<file path="config.mk">
export PLATFORM = sky130hd
export DESIGN_NAME = instr_sequencer
export DESIGN_NICKNAME = d
export VERILOG_FILES = /design/src/rtl/instr_sequencer_pkg.sv /design/src/rtl/instr_sequencer_field_decode.sv /design/src/rtl/instr_sequencer.sv
export SDC_FILE = /design/constraint.sdc
export NUM_CORES = 1
export LEC_CHECK = 0
export ABC_AREA = 1
export CORE_MARGIN = 1
export CORE_UTILIZATION = 44
export CTS_BUF_LIST = sky130_fd_sc_hd__clkbuf_8
export DETAILED_ROUTE_END_ITERATION = 10
export GPL_ROUTABILITY_DRIVEN = 0
export PLACE_DENSITY = 0.84
export SYNTH_ARGS = -nofsm -noshare
export SYNTH_HDL_FRONTEND = slang
export SYNTH_SLANG_ARGS = --single-unit
</file>
<file path="constraint.sdc">
create_clock -name Clock -period 2.7 [get_ports Clock]
set_clock_uncertainty 0.1 [all_clocks]
set_input_delay 0.54 -clock Clock [delete_from_list [all_inputs] [get_ports Clock]]
set_output_delay 0.54 -clock Clock [all_outputs]
set_load 0.01 [all_outputs]
</file>
<file path="src/rtl/instr_sequencer_pkg.sv">
// Shared definitions for the instruction sequencer: instruction classes, FSM
// state encoding, instruction field positions and ALU opcode constants.
package instr_sequencer_pkg;

    typedef enum logic [1:0] {
        ST_IDLE   = 2'd0,
        ST_DECODE = 2'd1,
        ST_EXEC   = 2'd2,
        ST_WB     = 2'd3
    } seq_state_t;

    localparam logic [2:0] CLS_ALU  = 3'd0;
    localparam logic [2:0] CLS_LI   = 3'd1;
    localparam logic [2:0] CLS_NOP  = 3'd2;
    localparam logic [2:0] CLS_CMPZ = 3'd3;

    localparam int CLS_HI = 31;
    localparam int CLS_LO = 29;
    localparam int OPC_HI = 28;
    localparam int OPC_LO = 26;
    localparam int RD_HI  = 25;
    localparam int RD_LO  = 21;
    localparam int RS1_HI = 20;
    localparam int RS1_LO = 16;
    localparam int RS2_HI = 15;
    localparam int RS2_LO = 11;
    localparam int IMM_HI = 15;
    localparam int IMM_LO = 0;

    localparam logic [2:0] OP_ADD  = 3'd0;
    localparam logic [2:0] OP_SUB  = 3'd1;
    localparam logic [2:0] OP_AND  = 3'd2;
    localparam logic [2:0] OP_OR   = 3'd3;
    localparam logic [2:0] OP_XOR  = 3'd4;
    localparam logic [2:0] OP_SLL  = 3'd5;
    localparam logic [2:0] OP_SRL  = 3'd6;
    localparam logic [2:0] OP_PASS = 3'd7;

    // Classes 4..7 are reserved; the top class bit alone marks them illegal.
    function automatic logic cls_is_legal(input logic [2:0] cls);
        return (cls[2] == 1'b0);
    endfunction

    function automatic logic cls_uses_alu(input logic [2:0] cls);
        return (cls == CLS_ALU) || (cls == CLS_CMPZ);
    endfunction

endpackage

</file>
<file path="src/rtl/instr_sequencer_field_decode.sv">
// Combinational split of a 32-bit instruction word into its fields plus an
// illegal-class flag.
module instr_field_decode
    import instr_sequencer_pkg::*;
(
    input  logic [31:0] i_instr,
    output logic [2:0]  o_class,
    output logic [2:0]  o_opcode,
    output logic [4:0]  o_rd,
    output logic [4:0]  o_rs1,
    output logic [4:0]  o_rs2,
    output logic [15:0] o_imm,
    output logic        o_is_illegal
);

    assign o_class      = i_instr[CLS_HI:CLS_LO];
    assign o_opcode     = i_instr[OPC_HI:OPC_LO];
    assign o_rd         = i_instr[RD_HI:RD_LO];
    assign o_rs1        = i_instr[RS1_HI:RS1_LO];
    assign o_rs2        = i_instr[RS2_HI:RS2_LO];
    assign o_imm        = i_instr[IMM_HI:IMM_LO];
    assign o_is_illegal = !cls_is_legal(i_instr[CLS_HI:CLS_LO]);

endmodule

</file>
<file path="src/rtl/instr_sequencer.sv">
// Decode/Execute/Writeback sequencer driving the register-file/ALU datapath.
// Optional build macro INSTR_SEQ_ZERO_REG_EN makes r0 a constant-zero register.
module instr_sequencer
    import instr_sequencer_pkg::*;
#(
    parameter int EXEC_CYCLES = 1,
    parameter int COUNT_W     = 16
) (
    input  logic               Clock,
    input  logic               Reset,
    input  logic               Instr_Valid,
    output logic               Instr_Ready,
    input  logic [31:0]        Instr,
    input  logic               Alu_Zero,
    output logic [4:0]         Read_Addr_1,
    output logic [4:0]         Read_Addr_2,
    output logic [4:0]         Write_Addr,
    output logic               Write_Enable,
    output logic               Mux_ctrl,
    output logic [2:0]         Opcode,
    output logic [31:0]        Imm_Data,
    output logic               Busy,
    output logic               Zero_Flag,
    output logic               Illegal,
    output logic [COUNT_W-1:0] Retired_Count
);

    localparam logic [3:0] EXEC_LOAD = 4'(EXEC_CYCLES - 1);

    seq_state_t         r_state;
    logic [31:0]        r_instr;
    logic [3:0]         r_exec_cnt;
    logic               r_ready;
    logic [4:0]         r_ra1;
    logic [4:0]         r_ra2;
    logic [4:0]         r_wa;
    logic               r_we;
    logic               r_mux;
    logic [2:0]         r_opcode;
    logic [31:0]        r_imm;
    logic               r_busy;
    logic               r_zero;
    logic               r_illegal;
    logic [COUNT_W-1:0] r_count;

    logic [2:0]  w_class;
    logic [2:0]  w_opcode;
    logic [4:0]  w_rd;
    logic [4:0]  w_rs1;
    logic [4:0]  w_rs2;
    logic [15:0] w_imm;
    logic        w_is_illegal;
    logic        w_uses_alu;
    logic        w_rd_writable;

    instr_field_decode u_field_decode (
        .i_instr      (r_instr),
        .o_class      (w_class),
        .o_opcode     (w_opcode),
        .o_rd         (w_rd),
        .o_rs1        (w_rs1),
        .o_rs2        (w_rs2),
        .o_imm        (w_imm),
        .o_is_illegal (w_is_illegal)
    );

    assign w_uses_alu = cls_uses_alu(w_class);

`ifdef INSTR_SEQ_ZERO_REG_EN
    assign w_rd_writable = (w_rd != 5'd0);
`else
    assign w_rd_writable = 1'b1;
`endif

    // Sequencer FSM; every datapath control is produced here as a register.
    always_ff @(posedge Clock) begin
        if (Reset) begin
            r_state    <= ST_IDLE;
            r_instr    <= 32'd0;
            r_exec_cnt <= 4'd0;
            r_ready    <= 1'b0;
            r_ra1      <= 5'd0;
            r_ra2      <= 5'd0;
            r_wa       <= 5'd0;
            r_we       <= 1'b0;
            r_mux      <= 1'b0;
            r_opcode   <= 3'd0;
            r_imm      <= 32'd0;
            r_busy     <= 1'b0;
            r_zero     <= 1'b0;
            r_illegal  <= 1'b0;
            r_count    <= '0;
        end else begin
            r_we <= 1'b0;
            case (r_state)
                ST_IDLE: begin
                    if (Instr_Valid && r_ready) begin
                        r_instr <= Instr;
                        r_ready <= 1'b0;
                        r_busy  <= 1'b1;
                        r_state <= ST_DECODE;
                    end else begin
                        r_ready <= 1'b1;
                        r_busy  <= 1'b0;
                    end
                end
                ST_DECODE: begin
                    // Outputs are loaded here and then held through WB and IDLE.
                    r_ra1    <= w_rs1;
                    r_ra2    <= w_rs2;
                    r_wa     <= w_rd;
                    r_imm    <= {16'h0000, w_imm};
                    r_mux    <= w_uses_alu;
                    r_opcode <= w_uses_alu ? w_opcode : OP_ADD;
                    if (w_is_illegal) begin
                        r_illegal <= 1'b1;
                        r_ready   <= 1'b1;
                        r_busy    <= 1'b0;
                        r_state   <= ST_IDLE;
                    end else if (w_uses_alu) begin
                        r_exec_cnt <= EXEC_LOAD;
                        r_state    <= ST_EXEC;
                    end else begin
                        r_we    <= (w_class == CLS_LI) && w_rd_writable;
                        r_state <= ST_WB;
                    end
                end
                ST_EXEC: begin
                    if (r_exec_cnt == 4'd0) begin
                        r_zero  <= Alu_Zero;
                        r_we    <= (w_class == CLS_ALU) && w_rd_writable;
                        r_state <= ST_WB;
                    end else begin
                        r_exec_cnt <= r_exec_cnt - 4'd1;
                    end
                end
                ST_WB: begin
                    r_count <= r_count + COUNT_W'(1);
                    r_ready <= 1'b1;
                    r_busy  <= 1'b0;
                    r_state <= ST_IDLE;
                end
                default: begin
                    r_ready <= 1'b0;
                    r_busy  <= 1'b0;
                    r_state <= ST_IDLE;
                end
            endcase
        end
    end

    assign Instr_Ready   = r_ready;
    assign Read_Addr_1   = r_ra1;
    assign Read_Addr_2   = r_ra2;
    assign Write_Addr    = r_wa;
    assign Write_Enable  = r_we;
    assign Mux_ctrl      = r_mux;
    assign Opcode        = r_opcode;
    assign Imm_Data      = r_imm;
    assign Busy          = r_busy;
    assign Zero_Flag     = r_zero;
    assign Illegal       = r_illegal;
    assign Retired_Count = r_count;

endmodule

</file>
==> reports/metrics.csv <==
stage,metric,value,unit
floorplan,I/O Pins,108,
setup_path,crit path buf inv count,2,
timing,RSZ-0062 raised after global routing,false,
floorplan,die area,8950,µm²
floorplan,initial core utilization,0.457,
clocking,post-CTS sizing,0,
global_route,vias in the first global route,3191,
power,Final Power,0.00408,W
synth,top_reg_cell synth,dfxtp_1,
setup_path,critical path's slowest cell,ha_1,
place,Placed Instance Area,4670,µm²
global_route,Overflow after GRT,0,
timing,Final setup viols,0,
final_layout,Final nets,602,
synth,Post-synth EDFFs,0,
synth,sequential fraction of the synthesis area,0.472,
setup_path,crit-path max FO,36,
setup_path,"delay-heaviest family, CP",adder cells,
setup_path,startpoint types,flop,
detailed_routing,Vias/cell,4.97,
job,Max-Cap Viols,0,
setup_path,Worst setup EP type,flop,
floorplan,DIE HEIGHT,94.6,µm
synth,Post-Syn Instances,478,
synth,Netlist Area Pre-Place,3770,µm²
setup_path,"critical path, cell by cell",inv_1 -> ha_1 -> nand2_1 -> buf_4 -> o21ai_0 -> a21oi_1,
timing,Fin. Hold Viols,0,
floorplan,die width,94.6,µm
detailed_routing,drt total wl,8.32,mm
clocking,H-tree Lvls,3,
clocking,clk_lat worst skew,0.35,ns
floorplan,Rows,33,
setup_path,CP Data Arrival Time,2.14,ns
place,placed insts,651,
detailed_routing,drt first pass iters,4,
timing,fin crit period,2.01,ns
global_route,antenna violations before repair,0,
setup_path,WS Path Type,reg2reg,
setup_path,WP depth,6,
place,port bufs,91,
setup_path,crit-path max cell delay,0.55,ns
timing,slew margin rel.,0.615,
clocking,Post-CTS Setup Repair Bufs,0,
power,P_leak,1.88,nW
clocking,Max Buffers Root-to-Sink,2,
place,detailed placer's ending HPWL,5.93,mm
final_layout,Fillers,710,
clocking,Clock transition at path regs,0.09,ns
detailed_routing,"antenna viol nets, final",0,
synth,synthesized area per cell,7.90,µm²
synth,Cell variety after synth,34,
clocking,Clock Sinks,89,
detailed_routing,DRC,0,
final_layout,diodes inserted,0,
final_layout,P&R area growth vs syn,28.4,%
final_layout,share of cells above drive strength 1,0.0943,
clocking,Hold Buf Count CTS,0,
global_route,first-pass GRT wire length,14.0,mm
timing,setup TNS,0,ns
detailed_routing,DR iter-0 viols,191,
hold_path,class of the worst hold path,reg2reg,
final_layout,Final Util,0.587,
power,Peak supply drop,0.528,mV
clocking,Root Buffer,clkbuf_8,
timing,post-route clock period utilization,0.746,
final_layout,final instance area,4850,µm²
detailed_routing,DR vias,3318,
synth,"Warnings, synthesis",0,
floorplan,core box area,8260,µm²
hold_path,Hold Path Stages,2,
global_route,GRT Util Overall,0.198,
clocking,CTS tree,built,
final_layout,Final Instance Count excl. Fillers,667,
synth,post-synthesis register bit count,89,
timing,Max Fclk,496,MHz
synth,Synth async-reset ratio,0,
timing,Worst Tran Pin Value,0.578,ns
power,total power divided by cell area,842,nW/µm²
global_route,largest net degree at the start of global routing,37,
detailed_routing,drt wl/cell,12.5,µm
status,status,"finished, final reports clean",
timing,"Slew Viols, Final",0,
clocking,TritonCTS Buffers,9,
setup_path,r2r worst-path depth,6,
setup_path,Crit path required time,2.83,ns
[Yosys cell counts, drive strengths merged (2+ instances only)]
library cell	n	area share
dfxtp	89	0.47
nand2	66	0.070
a21oi	65	0.086
o21ai	56	0.074
nor2	54	0.065
inv	47	0.047
buf	34	0.059
nand3	29	0.044
clkbuf	10	0.011
ha	9	0.030
nand4	5	0.012
nor3	2	0.0027
o211ai	2	0.0040
o21bai	2	0.0050
xnor2	2	0.0046
[worst reg2reg max path, cell delays in order, from the launching register on]
cell and delay [ns]:
dfxtp_1 0.37, inv_1 0.16, ha_1 0.55, nand2_1 0.15, buf_4 0.26, o21ai_0 0.24
a21oi_1 0.06
[kinds of logic (layout without fill, tap and decap cells)]
family | after synthesis | in the layout | synth area share
buffers and inverters | 91 | 160 | 0.117
XOR/XNOR | 3 | 3 | 0.00696
AND/OR/NAND/NOR | 158 | 158 | 0.199
AO/OA/AOI/OAI | 127 | 127 | 0.174
other | 1 | 16 | 0.000993
flip-flops | 89 | 89 | 0.472
adder cells (fa/ha/maj) | 9 | 9 | 0.0298
[per-stage QoR]
step / setup WS, ns / hold WS, ns
after floorplan: 1.19 / 0.329
after global placement: 0.624 / 0.340
after detailed placement: 0.528 / 0.347
after CTS: 0.684 / 0.359
after global routing: 0.501 / 0.383
final: 0.686 / 0.356
[layout make-up]
type	count	area [µm²]	share of cell area
flip-flops and latches	89	1780	0.367
inverters	47	179	0.0369
well taps	105	131	0.0271
clock inverters	6	43.8	0.00903
repair buffers	97	968	0.200
clock buffers	10	138	0.0284
multi-input cells	313	1610	0.331
[worst paths after layout]
| check | slack, ns | end | from |
|---|---|---|---|
| max | 0.69 | r_instr[10]$_SDFFE_PP0P_ | r_state[0]$_SDFFE_PP0P_ |
| min | 0.36 | r_instr[25]$_SDFFE_PP0P_ | r_instr[25]$_SDFFE_PP0P_ |
| max reg2reg | 0.69 | r_instr[10]$_SDFFE_PP0P_ | r_state[0]$_SDFFE_PP0P_ |
| min reg2reg | 0.36 | r_instr[25]$_SDFFE_PP0P_ | r_instr[25]$_SDFFE_PP0P_ |
[routing by layer]
metal  vias up  GRT usage  share of wire  wire length (µm)
met5         -          0              0                 0
met4         0     0.0821         0.0055                46
met3         4     0.0515          0.058               484
met2       111      0.346           0.50              4160
met1      1516      0.229           0.44              3630
li1       1687          -              -                 -
[layout by cell type (no fill, tap or decap)]
master	Yosys	layout
a211oi_1	1	1
a21oi_1	65	65
and2_4	1	1
buf_12	0	1
buf_4	22	5
clkbuf_8	0	10
clkdlybuf4s50_1	0	91
clkinv_4	0	1
clkinvlp_4	0	3
conb_1	1	16
dfxtp_1	89	89
ha_1	9	9
inv_1	37	38
inv_2	9	9
inv_4	1	1
inv_6	0	1
nand2_1	59	59
nand2_2	7	7
nand3_1	26	26
nand3_2	2	2
nand3_4	1	1
nand3b_1	1	1
nand4_1	4	4
nand4_4	1	1
nor2_1	45	45
nor2_2	5	5
nor2_4	4	4
nor3_1	2	2
o211a_1	1	1
o211ai_1	2	2
o21ai_0	52	52
o21ai_1	4	4
o21bai_1	1	1
o21bai_2	1	1
xnor2_1	2	2
xor2_1	1	1
[sequential cells by signal, indices dropped and copies added, names as in the netlist, 3 cells and up, named ones only]
register / flops
r_instr: 32
Retired_Count: 16
Imm_Data: 11
Read_Addr_1: 5
Read_Addr_2: 5
Write_Addr: 5
r_exec_cnt: 4
Opcode: 3
[power by group]
| group | leakage (nW) | internal [W] | switching (W) |
|---|---|---|---|
| Sequential | 0.726 | 0.00160 | 0.000155 |
| Clock | 0.0863 | 0.000361 | 0.000463 |
| Combinational | 1.07 | 0.000666 | 0.000837 |
Power figures use the tool's default switching activity.
